[config.mk]
export PLATFORM = sky130hd
export DESIGN_NAME = tse_ssram_pipeline_ctrl
export DESIGN_NICKNAME = d
export VERILOG_FILES = /design/src/rtl/tse_ssram_pkg.sv /design/src/rtl/tse_ssram_rd_pipe.sv /design/src/rtl/tse_ssram_pipeline_ctrl.sv
export SDC_FILE = /design/constraint.sdc
export NUM_CORES = 1
export LEC_CHECK = 0
export CORE_MARGIN = 5
export CORE_UTILIZATION = 40
export CTS_BUF_LIST = sky130_fd_sc_hd__clkbuf_4
export DETAILED_ROUTE_END_ITERATION = 6
export GPL_TIMING_DRIVEN = 0
export HOLD_SLACK_MARGIN = 0.02
export PLACE_DENSITY = 0.93
export REMOVE_ABC_BUFFERS = 1
export SLEW_MARGIN = 20
export SYNTH_ARGS = -nofsm -noshare
export SYNTH_HDL_FRONTEND = slang
export SYNTH_SLANG_ARGS = --single-unit
[constraint.sdc]
create_clock -name clk -period 4 [get_ports clk]
set_input_delay 1 -clock clk [delete_from_list [all_inputs] [get_ports clk]]
set_output_delay 1 -clock clk [all_outputs]
set_load 0.1 [all_outputs]
[src/rtl/tse_ssram_pkg.sv]
// Shared types and constants for the TSE SSRAM pipelined controller.
// Optional statistics counters are enabled by TSE_SSRAM_CTRL_STATS_EN.
package tse_ssram_pkg;

    typedef enum logic [2:0] {
        IDLE,
        RD,
        WR,
        RD2WR,
        WR2RD
    } state_t;

    localparam int unsigned READ_LATENCY_DFLT = 2;
    localparam int unsigned TURN_IDLE = 1;

    // Acceptance-to-readdatavalid distance: issue register, SSRAM, capture.
    function automatic int unsigned lat_of(input int unsigned rl);
        return rl + 2;
    endfunction

    localparam int unsigned LAT = lat_of(READ_LATENCY_DFLT);

endpackage

[src/rtl/tse_ssram_rd_pipe.sv]
// Read-return tracker: valid shift register plus SSRAM data capture.
// Built the same with or without TSE_SSRAM_CTRL_STATS_EN.
module tse_ssram_rd_pipe
    import tse_ssram_pkg::*;
#(
    parameter int unsigned DATA_W = 32,
    parameter int unsigned DEPTH  = LAT
) (
    input  logic              clk,
    input  logic              reset_n,
    input  logic              i_push,
    input  logic [DATA_W-1:0] i_dq,
    output logic [DATA_W-1:0] o_rdata,
    output logic              o_rvalid,
    output logic              o_nonempty,
    output logic              o_busy_nxt
);

    logic [DEPTH-1:0]  r_v;
    logic [DEPTH-1:0]  w_v_nxt;
    logic [DATA_W-1:0] r_rdata;

    assign w_v_nxt = {r_v[DEPTH-2:0], i_push};

    always_ff @(posedge clk) begin
        if (!reset_n) begin
            r_v     <= '0;
            r_rdata <= '0;
        end else begin
            r_v <= w_v_nxt;
            // SSRAM data is on the bus in the stage before the return.
            if (r_v[DEPTH-2]) r_rdata <= i_dq;
        end
    end

    assign o_rdata    = r_rdata;
    assign o_rvalid   = r_v[DEPTH-1];
    assign o_nonempty = |r_v;
    assign o_busy_nxt = |w_v_nxt[DEPTH-2:0];

endmodule

[src/rtl/tse_ssram_pipeline_ctrl.sv]
// Avalon-MM slave driving a pipelined sync-burst SSRAM, single-beat.
// Define TSE_SSRAM_CTRL_STATS_EN to build the read/write counters.
module tse_ssram_pipeline_ctrl
    import tse_ssram_pkg::*;
#(
    parameter int unsigned ADDR_W       = 21,
    parameter int unsigned DATA_W       = 32,
    parameter int unsigned READ_LATENCY = READ_LATENCY_DFLT
) (
    input  logic                  clk,
    input  logic                  reset_n,
    input  logic [ADDR_W-1:0]     avs_address,
    input  logic [DATA_W/8-1:0]   avs_byteenable,
    input  logic                  avs_read,
    input  logic                  avs_write,
    input  logic [DATA_W-1:0]     avs_writedata,
    output logic                  avs_waitrequest,
    output logic [DATA_W-1:0]     avs_readdata,
    output logic                  avs_readdatavalid,
    output logic [ADDR_W-1:0]     sram_addr,
    input  logic [DATA_W-1:0]     sram_dq_in,
    output logic [DATA_W-1:0]     sram_dq_out,
    output logic                  sram_dq_oe,
    output logic                  sram_adsc_n,
    output logic                  sram_ce_n,
    output logic                  sram_oe_n,
    output logic                  sram_we_n,
    output logic [DATA_W/8-1:0]   sram_be_n,
    output logic [31:0]           stat_rd_cnt,
    output logic [31:0]           stat_wr_cnt
);

    localparam int unsigned BE_W = DATA_W / 8;

    state_t            r_state, w_state_nxt;
    logic [1:0]        r_turn, w_turn_nxt;
    logic              w_is_wr, w_is_rd, w_req, w_wait;
    logic              w_acc, w_acc_rd, w_acc_wr;
    logic              w_nonempty, w_busy_nxt;
    logic [ADDR_W-1:0] r_addr;
    logic [DATA_W-1:0] r_dq_out;
    logic [BE_W-1:0]   r_be_n;
    logic              r_adsc_n, r_ce_n, r_we_n, r_oe_n, r_dq_oe;

    // A simultaneous read and write is treated as a write.
    assign w_is_wr = avs_write;
    assign w_is_rd = avs_read & ~avs_write;
    assign w_req   = avs_read | avs_write;

    always_comb begin
        w_wait      = 1'b1;
        w_state_nxt = r_state;
        w_turn_nxt  = '0;
        unique case (r_state)
            IDLE: begin
                w_wait = 1'b0;
                if (w_is_wr)      w_state_nxt = WR;
                else if (w_is_rd) w_state_nxt = RD;
            end
            RD: begin
                w_wait = w_is_wr;
                if (w_is_wr) w_state_nxt = RD2WR;
            end
            WR: begin
                w_wait = w_is_rd;
                if (w_is_rd) w_state_nxt = WR2RD;
            end
            RD2WR: begin
                if (!w_nonempty) begin
                    if (r_turn >= 2'(TURN_IDLE - 1)) w_state_nxt = IDLE;
                    else w_turn_nxt = r_turn + 2'd1;
                end
            end
            WR2RD:   w_state_nxt = IDLE;
            default: w_state_nxt = IDLE;
        endcase
    end

    assign avs_waitrequest = ~reset_n | w_wait;
    assign w_acc    = w_req & ~avs_waitrequest;
    assign w_acc_rd = w_acc & w_is_rd;
    assign w_acc_wr = w_acc & w_is_wr;

    always_ff @(posedge clk) begin
        if (!reset_n) begin
            r_state <= IDLE;
            r_turn  <= '0;
        end else begin
            r_state <= w_state_nxt;
            r_turn  <= w_turn_nxt;
        end
    end

    always_ff @(posedge clk) begin
        if (!reset_n) begin
            r_adsc_n <= 1'b1;
            r_ce_n   <= 1'b1;
            r_we_n   <= 1'b1;
            r_oe_n   <= 1'b1;
            r_dq_oe  <= 1'b0;
            r_be_n   <= '1;
            r_addr   <= '0;
            r_dq_out <= '0;
        end else begin
            r_adsc_n <= ~w_acc;
            r_ce_n   <= ~w_acc;
            r_we_n   <= ~w_acc_wr;
            r_dq_oe  <= w_acc_wr;
            r_oe_n   <= ~w_busy_nxt;
            r_be_n   <= w_acc_wr ? ~avs_byteenable : '1;
            if (w_acc)    r_addr   <= avs_address;
            if (w_acc_wr) r_dq_out <= avs_writedata;
        end
    end

    tse_ssram_rd_pipe #(
        .DATA_W (DATA_W),
        .DEPTH  (lat_of(READ_LATENCY))
    ) u_rd_pipe (
        .clk        (clk),
        .reset_n    (reset_n),
        .i_push     (w_acc_rd),
        .i_dq       (sram_dq_in),
        .o_rdata    (avs_readdata),
        .o_rvalid   (avs_readdatavalid),
        .o_nonempty (w_nonempty),
        .o_busy_nxt (w_busy_nxt)
    );

    assign sram_addr   = r_addr;
    assign sram_dq_out = r_dq_out;
    assign sram_dq_oe  = r_dq_oe;
    assign sram_adsc_n = r_adsc_n;
    assign sram_ce_n   = r_ce_n;
    assign sram_oe_n   = r_oe_n;
    assign sram_we_n   = r_we_n;
    assign sram_be_n   = r_be_n;

`ifdef TSE_SSRAM_CTRL_STATS_EN
    logic [31:0] r_rd_cnt, r_wr_cnt;

    always_ff @(posedge clk) begin
        if (!reset_n) begin
            r_rd_cnt <= '0;
            r_wr_cnt <= '0;
        end else begin
            if (w_acc_rd && r_rd_cnt != '1) r_rd_cnt <= r_rd_cnt + 32'd1;
            if (w_acc_wr && r_wr_cnt != '1) r_wr_cnt <= r_wr_cnt + 32'd1;
        end
    end

    assign stat_rd_cnt = r_rd_cnt;
    assign stat_wr_cnt = r_wr_cnt;
`else
    assign stat_rd_cnt = '0;
    assign stat_wr_cnt = '0;
`endif

    a_rw_excl: assert property (@(posedge clk) disable iff (!reset_n)
        !(avs_read && avs_write));

endmodule

-- Word level (Yosys, flattened, before mapping)
Cells that the tools add are included.
W data, S select, Z words.
- bitwise logic cells: 14
- eq/ne operators: 8
- magnitude comparators: 1
- $add $sub $neg: 1
- muxes and demuxes: 8
- reduce and logical (&&, ||, !) cells: 6
- operators with widths (operator ; number):
    $mux W3 ; 6
    $pmux W3 S4 ; 1
    $ne A2 B2 Y1 const B ; 4
    $not A1 Y1 ; 7
    $reduce_or A7 Y1 ; 1
    $eq A3 B2 Y1 const B ; 2
    $reduce_and A5 Y1 ; 1
    $and A1 B1 Y1 ; 4
    $not A4 Y4 ; 1
    $reduce_or A4 Y1 ; 1
    $eq A3 B1 Y1 const B ; 1
    $logic_not A3 Y1 ; 1
    $ne A3 B3 Y1 const B ; 1
    $pmux W1 S3 ; 1
    $reduce_or A3 Y1 ; 1
    $add A2 B1 Y2 const B ; 1
    $ge A2 B1 Y1 const B ; 1
    $or A1 B1 Y1 ; 2
    $reduce_and A2 Y1 ; 1
- logic and storage cells: 49
- output and inout port bits: 160
- bits in registers: 102

-- Depth between registers and ports, before layout
Gate-level depths: netlist of run 1.
- word-level depth: 9
- mapped depth: 5
- gate-level depth less buffers: 3

-- Cells and area by module
Synthesis of run 1 repeated with hierarchy kept, for this count alone.
- cells, all modules: 445
- area, all modules: 4159.0 um^2
- modules (own cells, without submodules) (module ; area each (um^2) ; cells an instance ; instances ; sequential area each (um^2)):
    tse_ssram_pipeline_ctrl ; 2819.0 ; 332 ; 1 ; 1281.2
    tse_ssram_rd_pipe ; 1340.0 ; 113 ; 1 ; 720.7

-- Worst setup path before layout of run 1
Ideal clock, no wire load.
- path type: in2out
- from: in avs_read
- to: out avs_waitrequest
- path slack: 1134 ps
- data required time: 3000 ps
- arrival: 1866 ps
- stages on the path: 3
- path through: nor2b_1 o22ai_1 nand2_1
- cells in the longest elaborated chain, start to end: 3
- RTL lines (element ; line ; source):
    from (decl) ; tse_ssram_pipeline_ctrl.sv:14 ; input logic avs_read,
    $and A1 B1 Y1 ; tse_ssram_pipeline_ctrl.sv:47 ; assign w_is_rd = avs_read & ~avs_write;
    $pmux W1 S3 ; tse_ssram_pipeline_ctrl.sv:54 ; unique case (r_state)
    $or A1 B1 Y1 ; tse_ssram_pipeline_ctrl.sv:79 ; assign avs_waitrequest = ~reset_n | w_wait;
    to (decl) ; tse_ssram_pipeline_ctrl.sv:17 ; output logic avs_waitrequest,
No other way between the ends.

-- Final worst setup path of run 1
- from: in avs_write
- to: out avs_waitrequest
- cells in the longest elaborated chain, start to end: 4
- RTL lines (element ; line ; source):
    from (decl) ; tse_ssram_pipeline_ctrl.sv:15 ; input logic avs_write,
    $not A1 Y1 ; tse_ssram_pipeline_ctrl.sv:47 ;
    $and A1 B1 Y1 ; tse_ssram_pipeline_ctrl.sv:47 ;
    $pmux W1 S3 * ; tse_ssram_pipeline_ctrl.sv:54 ;
    $or A1 B1 Y1 * ; tse_ssram_pipeline_ctrl.sv:79 ;
Every way passes the cells marked *; elsewhere a longest branch is shown, timed or not.

==> results.toml, run 1 <==
[clocking]
cts-root-buf = "clkbuf_4"
cts_tree = "built"
clockBufferDepth = 2
cts_setup_buffers = 0
h-tree-depth = 3
path_clk_slew_ns = 0.14
numCtsBuffers = 9
cts_sinks = 100
insertion_delay_ns = 0.42

[power]
switchingPower_w = 0.001085
p_total_w = 0.002481
p_int_w = 0.001396
power_frac_clock = 0.180
seqPwrFrac = 0.435
power_leakage_nw = 2.285
power.density_nw_per_um2 = 418.0
p_sw_frac = 0.4372
ir_worst_vdd_v = 0.0003015
p_comb_frac = 0.386

[yosys]
syn-instance-count = 445
synth_ff_type = "dfxtp_1"
synth_edf_count = 0
yosysWarnings = 0
yosysUniqueCellTypes = 26
ys_seq_area_frac = 0.4862
syn_area_um2 = 4118
synth-async-reset-ratio = 0
ys_seq_elements = 100
syn_avg_cell_area_um2 = 9.253

[setup_path]
r2r_cells = 3
path_class = "input pin to primary output"
cp_cell_sequence = "clkdlybuf4s50_1 -> nor2b_1 -> o22ai_1 -> nand2_1 -> dlygate4sd2_1"
crit_path_max_incr_delay_ns = 0.85
cp_num_buf_inv = 2
reg2reg_slack_ns = 2.01
critical_path_arrival_ns = 2.75
cp-end-kind = "primary output"
regToRegStartpoint = "r_state[1]$_SDFFE_PN0P_"
critPathMaxFanout = 6
worstSetupPathDepth = 5
worstPathRequired_ns = 3.00
cp-start-kind = "input pin"
slowest_stage = "dlygate4sd2_1"
r2r_end = "sram_addr[13]$_SDFFE_PN0N_"
crit_family = "buffers and inverters"

[cells_and_area]
drive_above_1_share = 0.03686
final_cells = 760
fin_area_um2 = 5934
fill_cells = 822
areaGrowthSynthToFinish_pct = 44.12
diodes = 0
final-seq-area_um2 = 2003
multi_input_area_um2 = 1728
final_nets = 712

[place]
gp_congestion = 0.7587
dp_cells = 744
placed_cell_area_um2 = 5821
post-dp-hpwl_mm = 7.914
numPortBuffers = 188

[global_routing]
grt_pass1_vias = 3250
antenna_found_initial = 0
grt_first_pass_wirelength_mm = 16.24
grt_max_degree = 68
grt_usage = 0.1592
grt-ovfl-total = 0

[route]
route.detailed.drc = 0
detail_route.wirelength_mm = 10.16
wl_per_cell_um = 13.36
viasPerCell = 4.301
antenna_left = 0
route.vias.total = 3269
detail_route.first_pass.iterations = 5
drt_iter0_drc = 72

[sta]
min_period_ns = 3.746
period_share = 0.9365
finalClockSkew_ns = 0.01755
drv_slew = 0
grt_setup_unrepaired = "false"
tightest_slew_ns = 1.006
fmax_ghz = 0.2669
hold_ws_ns = 0.4581
final_hold_viol_count = 0
setup_viol = 0
final.setup.tns_ns = 0
slew_headroom = 0.3275

[floorplan]
io_pins = 253
start_util = 0.4043
core_um2 = 10180
die_area_um2 = 12420
row_count = 37
die_h_um = 111.5
die_x_um = 111.5

[job]
drv_cap = 0

[worst_hold_path]
hold_depth = 2
min-delay-start = "sram_dq_out[0]$_SDFFE_PN0P_"
hold-path-endpoint = "sram_dq_out[0]$_SDFFE_PN0P_"
worstHoldPathType = "flip-flop to flip-flop"

[outcome]
status = "finished clean"
==> flip-flops by register name, indices dropped and copies added (netlist names) <==
name and flops:
u_rd_pipe.r_v 4, sram_dq_oe 1, sram_addr 21, sram_be_n 4, sram_dq_out 32, r_state 3
sram_ce_n 1, u_rd_pipe.o_rdata 32, sram_we_n 1, sram_oe_n 1
==> metrics by stage <==
step / setup WS (ns) / utilization
2_1_floorplan: 1.134 / -
3_3_place_gp: -2.190 / 0.5677
3_5_place_dp: -0.07100 / 0.5715
4_1_cts: 0.2692 / 0.5823
5_1_grt: 0.1979 / 0.5827
6_report: 0.2539 / 0.5827
==> what timing repair did <==
item	CTS	global route
endpoints found under the hold margin	0	0
endpoints found under the setup margin	1	0
gates resized for setup	1	0
hold buffers	0	0
==> placed cells by master (no fill, tap or decap) <==
cell | synthesis | routed
clkdlybuf4s50_1 | 0 | 186
nor2_1 | 2 | 2
inv_2 | 1 | 1
o22ai_1 | 1 | 1
clkinv_2 | 0 | 1
nand2_1 | 111 | 111
buf_12 | 2 | 2
and4b_1 | 1 | 1
and2_1 | 3 | 3
a21boi_1 | 3 | 3
clkinvlp_4 | 0 | 1
a21oi_4 | 1 | 1
conb_1 | 1 | 64
a21oi_1 | 1 | 1
and4bb_4 | 0 | 1
dfxtp_2 | 0 | 1
clkinv_1 | 0 | 2
mux2i_1 | 53 | 53
nor4_1 | 1 | 1
clkinv_4 | 0 | 1
dfxtp_1 | 100 | 99
dlygate4sd2_1 | 0 | 1
nor2b_1 | 35 | 35
clkbuf_4 | 0 | 11
nand2b_1 | 2 | 2
or2_2 | 1 | 1
buf_4 | 65 | 1
o21ai_0 | 27 | 27
or2b_1 | 1 | 1
or3b_4 | 1 | 1
o21ai_1 | 6 | 6
nor3_1 | 2 | 2
==> power groups by stage <==
stage | Sequential (W) | Combinational (W) | Clock, W
2_1_floorplan | 0.00147 | 0.000351 | 0
6_report | 0.00108 | 0.000957 | 0.000446
3_5_place_dp | 0.00110 | 0.000957 | 0
3_3_place_gp | 0.00110 | 0.000949 | 0
5_1_grt | 0.00109 | 0.000987 | 0.000523
4_1_cts | 0.00108 | 0.000958 | 0.000469
==> worst min-delay path, stage by stage, from the launching register on <==
cell and delay [ns]:
dfxtp_1 0.34, nand2_1 0.05, o21ai_1 0.05
==> cells in the mapped netlist, types with 2 or more instances <==
cell	number	area (um2)
nor2b_1	35	219.0
nand2_1	111	416.7
o21ai_1	6	30.03
nor2_1	2	7.510
buf_12	2	40.04
o21ai_0	27	135.1
buf_2	8	40.04
clkbuf_1	15	56.30
mux2i_1	53	530.5
a21boi_1	3	22.52
nand2b_1	2	12.51
and2_1	3	18.77
nor3_1	2	10.01
dfxtp_1	100	2002
buf_4	65	488.0
==> worst max path at each step <==
stage | end | startpoint | slack, ns
3_5_place_dp | avs_waitrequest | reset_n | -0.07
2_1_floorplan | avs_waitrequest | avs_read | 1.13
5_1_grt | avs_waitrequest | avs_write | 0.20
4_1_cts | avs_waitrequest | avs_read | 0.27
3_3_place_gp | avs_waitrequest | reset_n | -2.19
6_report | avs_waitrequest | avs_write | 0.25
==> metal layers <==
metal / global-route usage / wire (um)
met1: 0.1751 / 3932
met2: 0.2678 / 4834
met3: 0.08478 / 1293
met4: 0.04623 / 95
met5: 0 / 0
==> logic make-up after synthesis <==
kind of cell,Yosys count,share of synthesized area
compound gates,39,0.05226
mux,53,0.1288
other cells,1,0.0009107
buf+inv,91,0.1525
flops,100,0.4862
simple gates,161,0.1793
==> area by class of cell <==
class	count	share of cell area
flip-flops and latches	100	0.3375
inverters	1	0.0006325
clock inverters	5	0.004849
repair buffers	190	0.3232
clock buffers	11	0.01392
multi-input cells	317	0.2912
well taps	136	0.02867
No activity file was read; power rests on OpenSTA's default activity.
==> inputs of run 2 (changes only) <==
--- a/config.mk
+++ b/config.mk
@@ -5,13 +5,13 @@
 export SDC_FILE = /design/constraint.sdc
 export NUM_CORES = 1
 export LEC_CHECK = 0
-export CORE_MARGIN = 5
-export CORE_UTILIZATION = 40
+export CORE_UTILIZATION = 41
 export CTS_BUF_LIST = sky130_fd_sc_hd__clkbuf_4
 export DETAILED_ROUTE_END_ITERATION = 6
 export GPL_TIMING_DRIVEN = 0
 export HOLD_SLACK_MARGIN = 0.02
-export PLACE_DENSITY = 0.93
+export MAX_ROUTING_LAYER = met4
+export PLACE_DENSITY = 0.95
 export REMOVE_ABC_BUFFERS = 1
 export SLEW_MARGIN = 20
 export SYNTH_ARGS = -nofsm -noshare
==> run 2 against run 1 <==
Effect of this change: first-iteration DRC count fell by 22%; hold slack improved by 0.0031 ns; die area fell by 16%; global-route usage rose by 1.3 points; routed wire length fell by 8.9%; cell area rose by 0.40%; flip-flop and latch count did not move; critical path depth did not move; non-clock buffer count did not move; power rose by 2.9%; fmax rose by 0.84%; clock power rose by 17%; largest power group unchanged.
==> results.toml, run 2 (synthesis results as in run 1) <==
[outcome]
status = "finished clean"

[setup_path]
critPathLaunch = "avs_write"
r2r_cells = 3
cp_cell_sequence = "clkdlybuf4s50_1 -> nor2b_1 -> o22ai_1 -> nand2_1 -> dlygate4sd2_1"
regToRegStartpoint = "r_state[1]$_SDFFE_PN0P_"
crit_path_max_incr_delay_ns = 0.85
cp-start-kind = "input pin"
critPathMaxFanout = 6
path_class = "input pin to primary output"
worstPathRequired_ns = 3.00
critical_path_arrival_ns = 2.72
crit_end = "avs_waitrequest"
r2r_end = "sram_addr[1]$_SDFFE_PN0N_"
slowest_stage = "dlygate4sd2_1"
cp-end-kind = "primary output"
reg2reg_slack_ns = 2.04

[floorplan]
row_count = 36
die_h_um = 102.2
start_util = 0.4213
core_um2 = 9774
die_area_um2 = 10450
die_x_um = 102.2
io_pins = 253

[cells_and_area]
final_common_cell = "clkdlybuf4s50_1"
drive_above_1_share = 0.03846
fin_area_um2 = 5958
final_cell_mix = "clkdlybuf4s50_1, nand2_1, dfxtp_1"
final_nets = 712
diodes = 0
areaGrowthSynthToFinish_pct = 44.70
fin_util = 0.6096

[global_routing]
grt-ovfl-total = 0
grt_usage = 0.1725
grt_max_degree = 68
antenna_found_initial = 0
grt_first_pass_wirelength_mm = 13.66
grt_pass1_vias = 3131

[route]
detail_route.first_pass.iterations = 4
viasPerCell = 4.417
detail_route.wirelength_mm = 9.249
drt_iter0_drc = 56
wl_per_cell_um = 12.22
route.vias.total = 3344
antenna_left = 0
route.detailed.drc = 0

[place]
gp_congestion = 0.7412
placed_cell_area_um2 = 5817
numPortBuffers = 188
post-place-ws_ns = -0.03024
post-dp-hpwl_mm = 6.956

[clocking]
ctsHoldBuffers = 0
cts_tree = "built"
cts_sinks = 100
cts-root-buf = "clkbuf_4"
insertion_delay_ns = 0.41
clockBufferDepth = 2
path_clk_slew_ns = 0.14
numCtsBuffers = 9
h-tree-depth = 3

[worst_hold_path]
min-delay-start = "sram_dq_out[23]$_SDFFE_PN0P_"
worstHoldPathType = "flip-flop to flip-flop"

[sta]
period_share = 0.9288
fmax_ghz = 0.2692
finalClockSkew_ns = 0.01386
drv_slew = 0
min_period_ns = 3.715
tightest_slew_ns = 1.019
grt_setup_unrepaired = "false"
slew_headroom = 0.3187
final_hold_viol_count = 0
hold_ws_ns = 0.4611
setup_viol = 0
setup_ws_ns = 0.2850

[job]
drv_cap = 0

[power]
ir_worst_vdd_v = 0.0003065
power.density_nw_per_um2 = 428.5
power_leakage_nw = 2.297
==> run 2: final cells by class <==
type / instances / area, um2
tap: 133 / 166.4
clock buffer: 10 / 75.07
timing repair buffer: 190 / 1918
inverter: 1 / 3.754
clock inverter: 6 / 63.81
fill: 753 / 3816
multi-input combinational: 317 / 1728
sequential: 100 / 2003
==> run 2: critical path, delay by kind of cell <==
kind                   cells  cell delay, ns
AO/OA/AOI/OAI              1            0.10
buffers and inverters      2            1.35
AND/OR/NAND/NOR            2            0.27
==> run 2: power by group <==
group / total (W) / internal, W / switching, W
clock network: 0.000521 / 0.000199 / 0.000322
registers: 0.00108 / 0.00105 / 0.0000282
logic: 0.000954 / 0.000208 / 0.000746
==> run 2: worst min-delay path by stage <==
stage	end	slack, ns	depth (start not counted)
CTS	sram_dq_out[23]$_SDFFE_PN0P_	0.47	2
floorplan	u_rd_pipe.r_v[1]$_SDFF_PN0_	0.43	1
global placement	u_rd_pipe.r_v[1]$_SDFF_PN0_	0.43	1
detailed placement	sram_dq_out[23]$_SDFFE_PN0P_	0.45	2
finish	sram_dq_out[23]$_SDFFE_PN0P_	0.46	2
global route	sram_dq_out[23]$_SDFFE_PN0P_	0.48	2
==> run 2: repair_timing <==
action,in CTS,in global routing
buffers inserted,0,0
setup endpoints to repair,1,0
resized for setup,1,0
==> run 2: stage by stage <==
stage | instances | power, W | setup TNS [ns]
3_5_place_dp | 741 | 0.002053 | -0.03024
2_1_floorplan | 418 | 0.001819 | 0
3_3_place_gp | 739 | 0.002043 | -62.83
4_1_cts | 757 | 0.002574 | 0
6_report | 757 | 0.002553 | 0
5_1_grt | 757 | 0.002653 | 0
==> run 2: metal layers <==
metal  vias up  part of all wire  GRT usage
li1       1644                 -          -
met2       162              0.49     0.3015
met3        13             0.093    0.05472
met4         0             0.016    0.07143
met5         -                 0          -
met1      1525              0.40     0.1785
